## src/rtl/rl_force_accumulator_if.sv

```systemverilog
// Force-stream bus between the pair evaluator and the force accumulator.
// The master side drives pair forces and particle closes; the slave side
// returns the summed vector, its particle index and status flags.
interface rl_force_accumulator_if #(
  parameter int DATA_WIDTH = 32,
  parameter int ID_WIDTH   = 8
) ();
  logic                  in_force_valid;
  logic [DATA_WIDTH-1:0] in_Force_X;
  logic [DATA_WIDTH-1:0] in_Force_Y;
  logic [DATA_WIDTH-1:0] in_Force_Z;
  logic                  particle_done;
  logic                  out_valid;
  logic [DATA_WIDTH-1:0] out_Force_X;
  logic [DATA_WIDTH-1:0] out_Force_Y;
  logic [DATA_WIDTH-1:0] out_Force_Z;
  logic [ID_WIDTH-1:0]   out_particle_id;
  logic                  busy;
  logic                  overflow_err;

  modport master (
    output in_force_valid, in_Force_X, in_Force_Y, in_Force_Z, particle_done,
    input  out_valid, out_Force_X, out_Force_Y, out_Force_Z, out_particle_id,
           busy, overflow_err
  );

  modport slave (
    input  in_force_valid, in_Force_X, in_Force_Y, in_Force_Z, particle_done,
    output out_valid, out_Force_X, out_Force_Y, out_Force_Z, out_particle_id,
           busy, overflow_err
  );
endinterface

```

## src/rtl/rl_force_accumulator.sv

```systemverilog
// Per-particle force accumulator: three interleaved partial-sum lanes per
// axis hide the two-cycle float adder, then a short reduction folds the
// lanes into one vector that is emitted once per reference particle.

// Two-stage IEEE-754 single adder: round-to-nearest-even, denormals
// flushed to zero, NaN and Inf operands passed through unmodified.
module rl_fp_add (
  input  logic        clk,
  input  logic        rst,
  input  logic [31:0] a,
  input  logic [31:0] b,
  output logic [31:0] sum
);
  logic        sa, sb;
  logic [7:0]  ea, eb;
  logic [22:0] fa, fb;
  logic        a_zero, b_zero, a_inf, b_inf, a_nan, b_nan;

  logic        swap, sub, big_s;
  logic [7:0]  big_e, small_e, diff;
  logic [23:0] big_m, small_m;
  logic [49:0] shifted;
  logic [26:0] big_x, small_x;
  logic [27:0] raw_d;
  logic        bypass_d;
  logic [31:0] bypass_val_d;

  logic        s1_bypass;
  logic [31:0] s1_bypass_val;
  logic        s1_sign;
  logic [7:0]  s1_exp;
  logic [27:0] s1_raw;

  int          lz;
  int          exp_n;
  logic [26:0] norm;
  logic        round_up;
  logic [24:0] mant;
  logic [22:0] frac;
  logic [31:0] result;

  assign {sa, ea, fa} = a;
  assign {sb, eb, fb} = b;
  assign a_zero = (ea == 8'd0);
  assign b_zero = (eb == 8'd0);
  assign a_inf  = (ea == 8'hFF) && (fa == 23'd0);
  assign b_inf  = (eb == 8'hFF) && (fb == 23'd0);
  assign a_nan  = (ea == 8'hFF) && (fa != 23'd0);
  assign b_nan  = (eb == 8'hFF) && (fb != 23'd0);

  // Stage 1: order by magnitude, align the smaller operand with guard/round/sticky, add or subtract
  always_comb begin
    swap    = {ea, fa} < {eb, fb};
    sub     = sa ^ sb;
    big_s   = swap ? sb : sa;
    big_e   = swap ? eb : ea;
    small_e = swap ? ea : eb;
    big_m   = swap ? {1'b1, fb} : {1'b1, fa};
    small_m = swap ? {1'b1, fa} : {1'b1, fb};
    diff    = big_e - small_e;
    shifted = {small_m, 26'd0} >> diff;
    if (diff > 8'd26) begin
      small_x = {26'd0, 1'b1};
    end else begin
      small_x = {shifted[49:24], |shifted[23:0]};
    end
    big_x = {big_m, 3'b000};
    if (sub) begin
      raw_d = {1'b0, big_x} - {1'b0, small_x};
    end else begin
      raw_d = {1'b0, big_x} + {1'b0, small_x};
    end
    bypass_d     = 1'b1;
    bypass_val_d = 32'h0000_0000;
    if (a_nan) begin
      bypass_val_d = a;
    end else if (b_nan) begin
      bypass_val_d = b;
    end else if (a_inf && b_inf && sub) begin
      bypass_val_d = 32'h7FC0_0000;
    end else if (a_inf) begin
      bypass_val_d = a;
    end else if (b_inf) begin
      bypass_val_d = b;
    end else if (a_zero && b_zero) begin
      bypass_val_d = {sa & sb, 31'd0};
    end else if (a_zero) begin
      bypass_val_d = b;
    end else if (b_zero) begin
      bypass_val_d = a;
    end else begin
      bypass_d = 1'b0;
    end
  end

  // Stage 1 pipeline register
  always_ff @(posedge clk or negedge rst) begin
    if (!rst) begin
      s1_bypass     <= 1'b0;
      s1_bypass_val <= 32'h0000_0000;
      s1_sign       <= 1'b0;
      s1_exp        <= 8'd0;
      s1_raw        <= 28'd0;
    end else begin
      s1_bypass     <= bypass_d;
      s1_bypass_val <= bypass_val_d;
      s1_sign       <= big_s;
      s1_exp        <= big_e;
      s1_raw        <= raw_d;
    end
  end

  // Stage 2: normalise, round to nearest even, flush underflow, saturate overflow to Inf
  always_comb begin
    lz = 27;
    for (int i = 0; i < 27; i++) begin
      if (s1_raw[i]) lz = 26 - i;
    end
    if (s1_raw[27]) begin
      norm  = {s1_raw[27:2], s1_raw[1] | s1_raw[0]};
      exp_n = int'(s1_exp) + 1;
    end else begin
      norm  = s1_raw[26:0] << lz;
      exp_n = int'(s1_exp) - lz;
    end
    round_up = norm[2] & (norm[1] | norm[0] | norm[3]);
    mant     = {1'b0, norm[26:3]} + {24'd0, round_up};
    if (mant[24]) begin
      frac  = mant[23:1];
      exp_n = exp_n + 1;
    end else begin
      frac = mant[22:0];
    end
    if (s1_bypass) begin
      result = s1_bypass_val;
    end else if (s1_raw == 28'd0) begin
      result = 32'h0000_0000;
    end else if (exp_n <= 0) begin
      result = {s1_sign, 31'd0};
    end else if (exp_n >= 255) begin
      result = {s1_sign, 8'hFF, 23'd0};
    end else begin
      result = {s1_sign, exp_n[7:0], frac};
    end
  end

  // Stage 2 result register
  always_ff @(posedge clk or negedge rst) begin
    if (!rst) begin
      sum <= 32'h0000_0000;
    end else begin
      sum <= result;
    end
  end
endmodule

module rl_force_accumulator #(
  parameter int DATA_WIDTH = 32,
  parameter int ID_WIDTH   = 8
) (
  input  logic                  clk,
  input  logic                  rst,
  rl_force_accumulator_if.slave bus
);
  typedef enum logic [2:0] {ACCUM, DRAIN, SUM01, SUM2, EMIT} state_t;

  state_t                state, state_next;
  logic                  step, step_next;
  logic                  accept;
  logic                  busy_c;
  logic [1:0]            ptr;
  logic                  wb1_valid, wb2_valid;
  logic [1:0]            wb1_lane, wb2_lane;
  logic [DATA_WIDTH-1:0] lane      [3][3];
  logic [DATA_WIDTH-1:0] force_in  [3];
  logic [DATA_WIDTH-1:0] op_a      [3];
  logic [DATA_WIDTH-1:0] op_b      [3];
  logic [DATA_WIDTH-1:0] add_sum   [3];
  logic [DATA_WIDTH-1:0] out_force [3];
  logic                  out_valid_r;
  logic [ID_WIDTH-1:0]   particle_id;
  logic                  overflow_r;

  assign force_in[0] = bus.in_Force_X;
  assign force_in[1] = bus.in_Force_Y;
  assign force_in[2] = bus.in_Force_Z;

  assign bus.out_valid       = out_valid_r;
  assign bus.out_Force_X     = out_force[0];
  assign bus.out_Force_Y     = out_force[1];
  assign bus.out_Force_Z     = out_force[2];
  assign bus.out_particle_id = particle_id;
  assign bus.busy            = busy_c;
  assign bus.overflow_err    = overflow_r;

  // FSM state register; step marks the second cycle of the two-cycle states
  always_ff @(posedge clk or negedge rst) begin
    if (!rst) begin
      state <= ACCUM;
      step  <= 1'b0;
    end else begin
      state <= state_next;
      step  <= step_next;
    end
  end

  // Next state: accumulate until done, then drain, reduce in two adds and emit
  always_comb begin
    state_next = state;
    step_next  = 1'b0;
    accept     = 1'b0;
    busy_c     = (state != ACCUM);
    case (state)
      ACCUM: begin
        accept = bus.in_force_valid;
        if (bus.particle_done) state_next = DRAIN;
      end
      DRAIN: begin
        if (step) state_next = SUM01;
        else      step_next  = 1'b1;
      end
      SUM01: begin
        if (step) state_next = SUM2;
        else      step_next  = 1'b1;
      end
      SUM2: begin
        if (step) state_next = EMIT;
        else      step_next  = 1'b1;
      end
      EMIT:    state_next = ACCUM;
      default: state_next = ACCUM;
    endcase
  end

  // Adder operands: lane plus incoming force while accumulating, lane pairs while reducing
  always_comb begin
    for (int ax = 0; ax < 3; ax++) begin
      op_a[ax] = lane[ax][0];
      op_b[ax] = force_in[ax];
      case (state)
        SUM01: begin
          op_a[ax] = lane[ax][0];
          op_b[ax] = lane[ax][1];
        end
        SUM2: begin
          op_a[ax] = add_sum[ax];
          op_b[ax] = lane[ax][2];
        end
        default: begin
          case (ptr)
            2'd1:    op_a[ax] = lane[ax][1];
            2'd2:    op_a[ax] = lane[ax][2];
            default: op_a[ax] = lane[ax][0];
          endcase
        end
      endcase
    end
  end

  for (genvar ax = 0; ax < 3; ax++) begin : g_axis
    rl_fp_add u_add (
      .clk (clk),
      .rst (rst),
      .a   (op_a[ax]),
      .b   (op_b[ax]),
      .sum (add_sum[ax])
    );
  end

  // Mod-3 lane pointer advances per accepted force and restarts with each particle
  always_ff @(posedge clk or negedge rst) begin
    if (!rst) begin
      ptr <= 2'd0;
    end else if (state == EMIT) begin
      ptr <= 2'd0;
    end else if (accept) begin
      ptr <= (ptr == 2'd2) ? 2'd0 : ptr + 2'd1;
    end
  end

  // Track which lane each in-flight add belongs to, aligned with the adder latency
  always_ff @(posedge clk or negedge rst) begin
    if (!rst) begin
      wb1_valid <= 1'b0;
      wb1_lane  <= 2'd0;
      wb2_valid <= 1'b0;
      wb2_lane  <= 2'd0;
    end else begin
      wb1_valid <= accept;
      wb1_lane  <= ptr;
      wb2_valid <= wb1_valid;
      wb2_lane  <= wb1_lane;
    end
  end

  // Partial-sum lanes: write back retired adds, clear when a particle is emitted
  always_ff @(posedge clk or negedge rst) begin
    if (!rst) begin
      for (int ax = 0; ax < 3; ax++)
        for (int l = 0; l < 3; l++) lane[ax][l] <= '0;
    end else if (state == EMIT) begin
      for (int ax = 0; ax < 3; ax++)
        for (int l = 0; l < 3; l++) lane[ax][l] <= '0;
    end else if (wb2_valid) begin
      for (int ax = 0; ax < 3; ax++)
        for (int l = 0; l < 3; l++)
          if (wb2_lane == 2'(l)) lane[ax][l] <= add_sum[ax];
    end
  end

  // Output vector, one-cycle valid pulse and particle counter bumped after each pulse
  always_ff @(posedge clk or negedge rst) begin
    if (!rst) begin
      out_valid_r <= 1'b0;
      particle_id <= '0;
      for (int ax = 0; ax < 3; ax++) out_force[ax] <= '0;
    end else begin
      out_valid_r <= (state == EMIT);
      if (state == EMIT) begin
        for (int ax = 0; ax < 3; ax++) out_force[ax] <= add_sum[ax];
      end
      if (out_valid_r) particle_id <= particle_id + ID_WIDTH'(1);
    end
  end

  // Sticky flag for any force or close that arrives while the block is busy
  always_ff @(posedge clk or negedge rst) begin
    if (!rst) begin
      overflow_r <= 1'b0;
    end else if (busy_c && (bus.in_force_valid || bus.particle_done)) begin
      overflow_r <= 1'b1;
    end
  end
endmodule

```

## src/flat_wrapper.sv

```systemverilog
// flat-port wrapper written by rule: the top's interface ports become plain ports
module rl_force_accumulator_flat 
#(
  parameter int DATA_WIDTH = 32,
  parameter int ID_WIDTH   = 8
)
  (clk, rst, bus_in_force_valid, bus_in_Force_X, bus_in_Force_Y, bus_in_Force_Z, bus_particle_done, bus_out_valid, bus_out_Force_X, bus_out_Force_Y, bus_out_Force_Z, bus_out_particle_id, bus_busy, bus_overflow_err);
  rl_force_accumulator_if #(.DATA_WIDTH(DATA_WIDTH), .ID_WIDTH(ID_WIDTH)) bus_i ();
  input  logic clk;
  input  logic rst;
  input wire logic [$bits(bus_i.in_force_valid)-1:0] bus_in_force_valid;
  input wire logic [$bits(bus_i.in_Force_X)-1:0] bus_in_Force_X;
  input wire logic [$bits(bus_i.in_Force_Y)-1:0] bus_in_Force_Y;
  input wire logic [$bits(bus_i.in_Force_Z)-1:0] bus_in_Force_Z;
  input wire logic [$bits(bus_i.particle_done)-1:0] bus_particle_done;
  output wire logic [$bits(bus_i.out_valid)-1:0] bus_out_valid;
  output wire logic [$bits(bus_i.out_Force_X)-1:0] bus_out_Force_X;
  output wire logic [$bits(bus_i.out_Force_Y)-1:0] bus_out_Force_Y;
  output wire logic [$bits(bus_i.out_Force_Z)-1:0] bus_out_Force_Z;
  output wire logic [$bits(bus_i.out_particle_id)-1:0] bus_out_particle_id;
  output wire logic [$bits(bus_i.busy)-1:0] bus_busy;
  output wire logic [$bits(bus_i.overflow_err)-1:0] bus_overflow_err;
  assign bus_i.in_force_valid = bus_in_force_valid;
  assign bus_i.in_Force_X = bus_in_Force_X;
  assign bus_i.in_Force_Y = bus_in_Force_Y;
  assign bus_i.in_Force_Z = bus_in_Force_Z;
  assign bus_i.particle_done = bus_particle_done;
  assign bus_out_valid = bus_i.out_valid;
  assign bus_out_Force_X = bus_i.out_Force_X;
  assign bus_out_Force_Y = bus_i.out_Force_Y;
  assign bus_out_Force_Z = bus_i.out_Force_Z;
  assign bus_out_particle_id = bus_i.out_particle_id;
  assign bus_busy = bus_i.busy;
  assign bus_overflow_err = bus_i.overflow_err;
  rl_force_accumulator #(.DATA_WIDTH(DATA_WIDTH), .ID_WIDTH(ID_WIDTH)) u_core (.clk(clk), .rst(rst), .bus(bus_i));
endmodule
```

## config.mk

```make
export PLATFORM = sky130hd
export DESIGN_NAME = rl_force_accumulator_flat
export DESIGN_NICKNAME = d
export VERILOG_FILES = /design/src/rtl/rl_force_accumulator_if.sv /design/src/rtl/rl_force_accumulator.sv /design/src/flat_wrapper.sv
export SDC_FILE = /design/constraint.sdc
export NUM_CORES = 2
export LEC_CHECK = 0
export ABC_AREA = 1
export BUFFER_PORTS_ARGS = -buffer_cell sky130_fd_sc_hd__buf_4
export CORE_ASPECT_RATIO = 0.8
export CORE_UTILIZATION = 60
export DETAILED_ROUTE_END_ITERATION = 6
export GPL_TIMING_DRIVEN = 0
export HOLD_SLACK_MARGIN = 0.15
export PLACE_DENSITY = 0.77
export REMOVE_ABC_BUFFERS = 1
export SLEW_MARGIN = 20
export SYNTH_ARGS = -nofsm -noshare
export SYNTH_HDL_FRONTEND = slang
export SYNTH_HIERARCHICAL = 1
export SYNTH_SLANG_ARGS = --single-unit
```

## constraint.sdc

```tcl
create_clock -name clk -period 10.7 [get_ports clk]
set_input_delay 0.535 -clock clk [delete_from_list [all_inputs] [get_ports clk]]
set_output_delay 0.535 -clock clk [all_outputs]
set_load 0.1 [all_outputs]
```

==> flow_summary_export.csv <==
group,metric,value,unit
critical_path,arrival,10.92,ns
critical_path,crit_type,"reg -> reg",
run,maxCapViolations,0,
clock_tree,cts_buffers,75,
finish,drive_gt1_share,7.26,%
timing,tns,0,ns
critical_path,end_kind,"flop",
synth,ys_seq_area_share,28.3,%
place,gp_congestion,1.05,
finish,fin_area,68700,µm²
timing,timing.final.crit_period,10.30,ns
synth,ys_ff_latch,712,
detailed_routing,vias,71300,
timing,clock_skew,0.0339,ns
global_routing,grt_pass1_vias,63100,
synth,synth-main-ff-cell,"dfrtp_1",
critical_path,worstPathRequired,11.32,ns
die,fp.coreArea,103000,µm²
finish,regArea,17800,µm²
detailed_routing,drtAntennaViolNets,0,
finish,nFillCells,9332,
clock_tree,htreeDepth,3,
global_routing,grt_max_degree,115,
synth,yosysWarnings,6,
critical_path,slowest_stage,"xnor2_1",
place,postPlaceCellArea,65300,µm²
detailed_routing,wl,241,mm
synth,postSynthCellCount,10100,
critical_path,crit_path_max_fanout,57,
global_routing,grt-ovfl-total,0,
critical_path,cpPeakStageDelay,0.70,ns
detailed_routing,wire_per_inst,21.2,µm
timing,worst_pin_slew,1.18,ns
timing,fmaxAchievable,97.1,MHz
place,numPortBuffers,206,
synth,synth.distinct_cells,77,
place,post-dp-hpwl,175,mm
die,start_util,61.0,%
finish,nNetsFinal,10300,
detailed_routing,drc,0,
critical_path,worst_path_most_repeated_cell,"nand2_1",
clock_tree,cts_root_buf,"clkbuf_16",
timing,finalHoldViolations,0,
global_routing,grt_antenna_before_repair,10,
finish,layout_commonest_cell,"nand2_1",
die,die_w,364,µm
die,num_rows,105,
timing,slew_headroom,21.0,%
finish,multi_input_area,39700,µm²
clock_tree,cts_buffer_depth,3,
finish,syn2layout_area_growth,9.02,%
global_routing,grtUsageTotal,43.3,%
die,die_area,106000,µm²
synth,synthesis.area,63000,µm²
die,ios,207,
synth,synthArstFlopShare,100,%
finish,final_cell_mix,"3,391 x nand2_1, 1,227 x nand3_1, 944 x inv_1",
synth,synth_edf_count,0,
global_routing,grt_pass1_wl,362,mm
worst_hold_path,hold_path.class,"in -> reg",
run_status,status,"finished, final reports clean",
timing,fin_ws,0.400,ns
place,dpl_worst_slack,-1.86,ns
clock_tree,clk_latency,0.69,ns
timing,fin_crit_sh,96.3,%
clock_tree,clock_sinks,712,
die,fp.dieH,292,µm
detailed_routing,firstDrtPassIters,7,
clock_tree,cts_tree,"done",
detailed_routing,drt_iter0_drc,10300,
critical_path,start_kind,"flop",
clock_tree,cts.clk_slew.worst_paths,0.06,ns
timing,finalSetupViolCount,0,
detailed_routing,via_per_inst,6.26,
synth,syn_avg_cell_area,6.25,µm²
timing,slew_violations,0,
kinds of logic after synthesis:
group	count (synthesis)	synth area share [%]
compound gates	1614	15.0
buf+inv	1509	9.81
xor+xnor	178	2.48
flops	712	28.3
simple gates	5791	38.9
mux	2	0.0318
fa+ha+maj	274	5.51
per-stage QoR:
step | cells | hold slack, ns | util (%)
CTS | 11400 | 0.159 | 66.1
detailed placement | 11200 | 0.336 | 63.3
finish | 11400 | 0.186 | 66.5
global route | 11400 | 0.183 | 66.5
global placement | 11200 | 0.331 | 61.8
floorplan | 9572 | 0.239 | -
sequential cells by signal, summed over array words and instances (netlist names), 8 cells and up:
| name | cells |
|---|---|
| u_core/g_axis.u_add/s1_bypass_val | 96 |
| u_core/g_axis.u_add/sum | 96 |
| u_core/g_axis.u_add/s1_exp | 24 |
| u_core/lane | 288 |
| u_core/bus.out_particle_id | 8 |
| u_core/bus.out_Force_Y | 32 |
| u_core/bus.out_Force_Z | 32 |
| u_core/g_axis.u_add/s1_raw | 84 |
| u_core/bus.out_Force_X | 32 |
path summary, 6_finish.rpt:
check	from	endpoint	slack (ns)	cells after the start
setup reg to reg	u_core/state[1]$_DFFE_PN0P_	u_core/g_axis[2].u_add/s1_raw[25]$_DFF_PN0_	0.40	52
min in group asynchronous	rst	u_core/lane[61]$_DFFE_PN0P_	0.45	2
setup / recovery	u_core/state[1]$_DFFE_PN0P_	u_core/g_axis[2].u_add/s1_raw[25]$_DFF_PN0_	0.40	52
max in group asynchronous	rst	u_core/g_axis[0].u_add/s1_bypass$_DFF_PN0_	8.24	5
hold reg to reg	u_core/wb1_lane[1]$_DFF_PN0_	u_core/wb2_lane[1]$_DFF_PN0_	0.35	0
hold / removal	bus_in_force_valid	u_core/wb1_valid$_DFF_PN0_	0.19	3
routing by layer:
metal | part of all wire (%) | global-route usage (%) | up-vias
met5 | 0.032 | 0 | -
met4 | 4.5 | 16.2 | 12
met3 | 15 | 12.2 | 726
met2 | 40 | 60.8 | 4897
met1 | 41 | 62.7 | 32900
li1 | - | - | 32800
cell type report:
class                   count  share of cell area (%)
clock inverters            37                   0.742
well taps                1391                    2.53
diodes                      2                 0.00729
repair buffers            278                    4.31
flip-flops and latches    712                    26.0
clock buffers              98                    3.02
multi-input cells        7862                    57.7
inverters                1001                    5.64
repair inverters            7                  0.0565
critical path, delay by kind of cell, from the launching register on:
kind                     cells  cell delay, ns
buffers and inverters       10            2.02
flip-flops                   1            0.43
XOR/XNOR                     2            0.84
AO/OA/AOI/OAI                6            1.48
adder cells (fa/ha/maj)      2            0.78
AND/OR/NAND/NOR             32            4.47
Yosys cell counts (23+ instances only):
cell | instances | area [µm²]
a31oi_1 | 35 | 219
o21a_1 | 39 | 293
nand2_1 | 3396 | 12700
buf_6 | 39 | 439
xor2_1 | 135 | 1180
o21ai_1 | 62 | 310
dfrtp_1 | 712 | 17800
xnor2_1 | 43 | 377
o21ai_2 | 89 | 780
nand4_1 | 160 | 1000
inv_2 | 26 | 97.6
o22ai_1 | 75 | 469
a21oi_1 | 296 | 1480
o211ai_1 | 128 | 961
nor2_1 | 737 | 2770
nand3_1 | 1232 | 6170
o21ai_0 | 753 | 3770
inv_1 | 952 | 3570
ha_1 | 268 | 3350
nand2_2 | 27 | 169
nor4_1 | 49 | 307
clkbuf_1 | 296 | 1110
buf_2 | 117 | 586
nor2_2 | 23 | 144
buf_1 | 36 | 135
nor3_1 | 79 | 395
what timing repair did:
action                                 in CTS  in global routing
cloned                                      5                  8
pin swaps                                   2                 12
setup endpoints to repair                  54                 31
endpoints found under the hold margin      90                  0
hold buffers                                3                  0
setup buffers                               6                 14
gates resized for setup                    32                 50
Power is not shown: default switching activity piles up to over one toggle a cycle in this logic, so the estimate is an artifact.
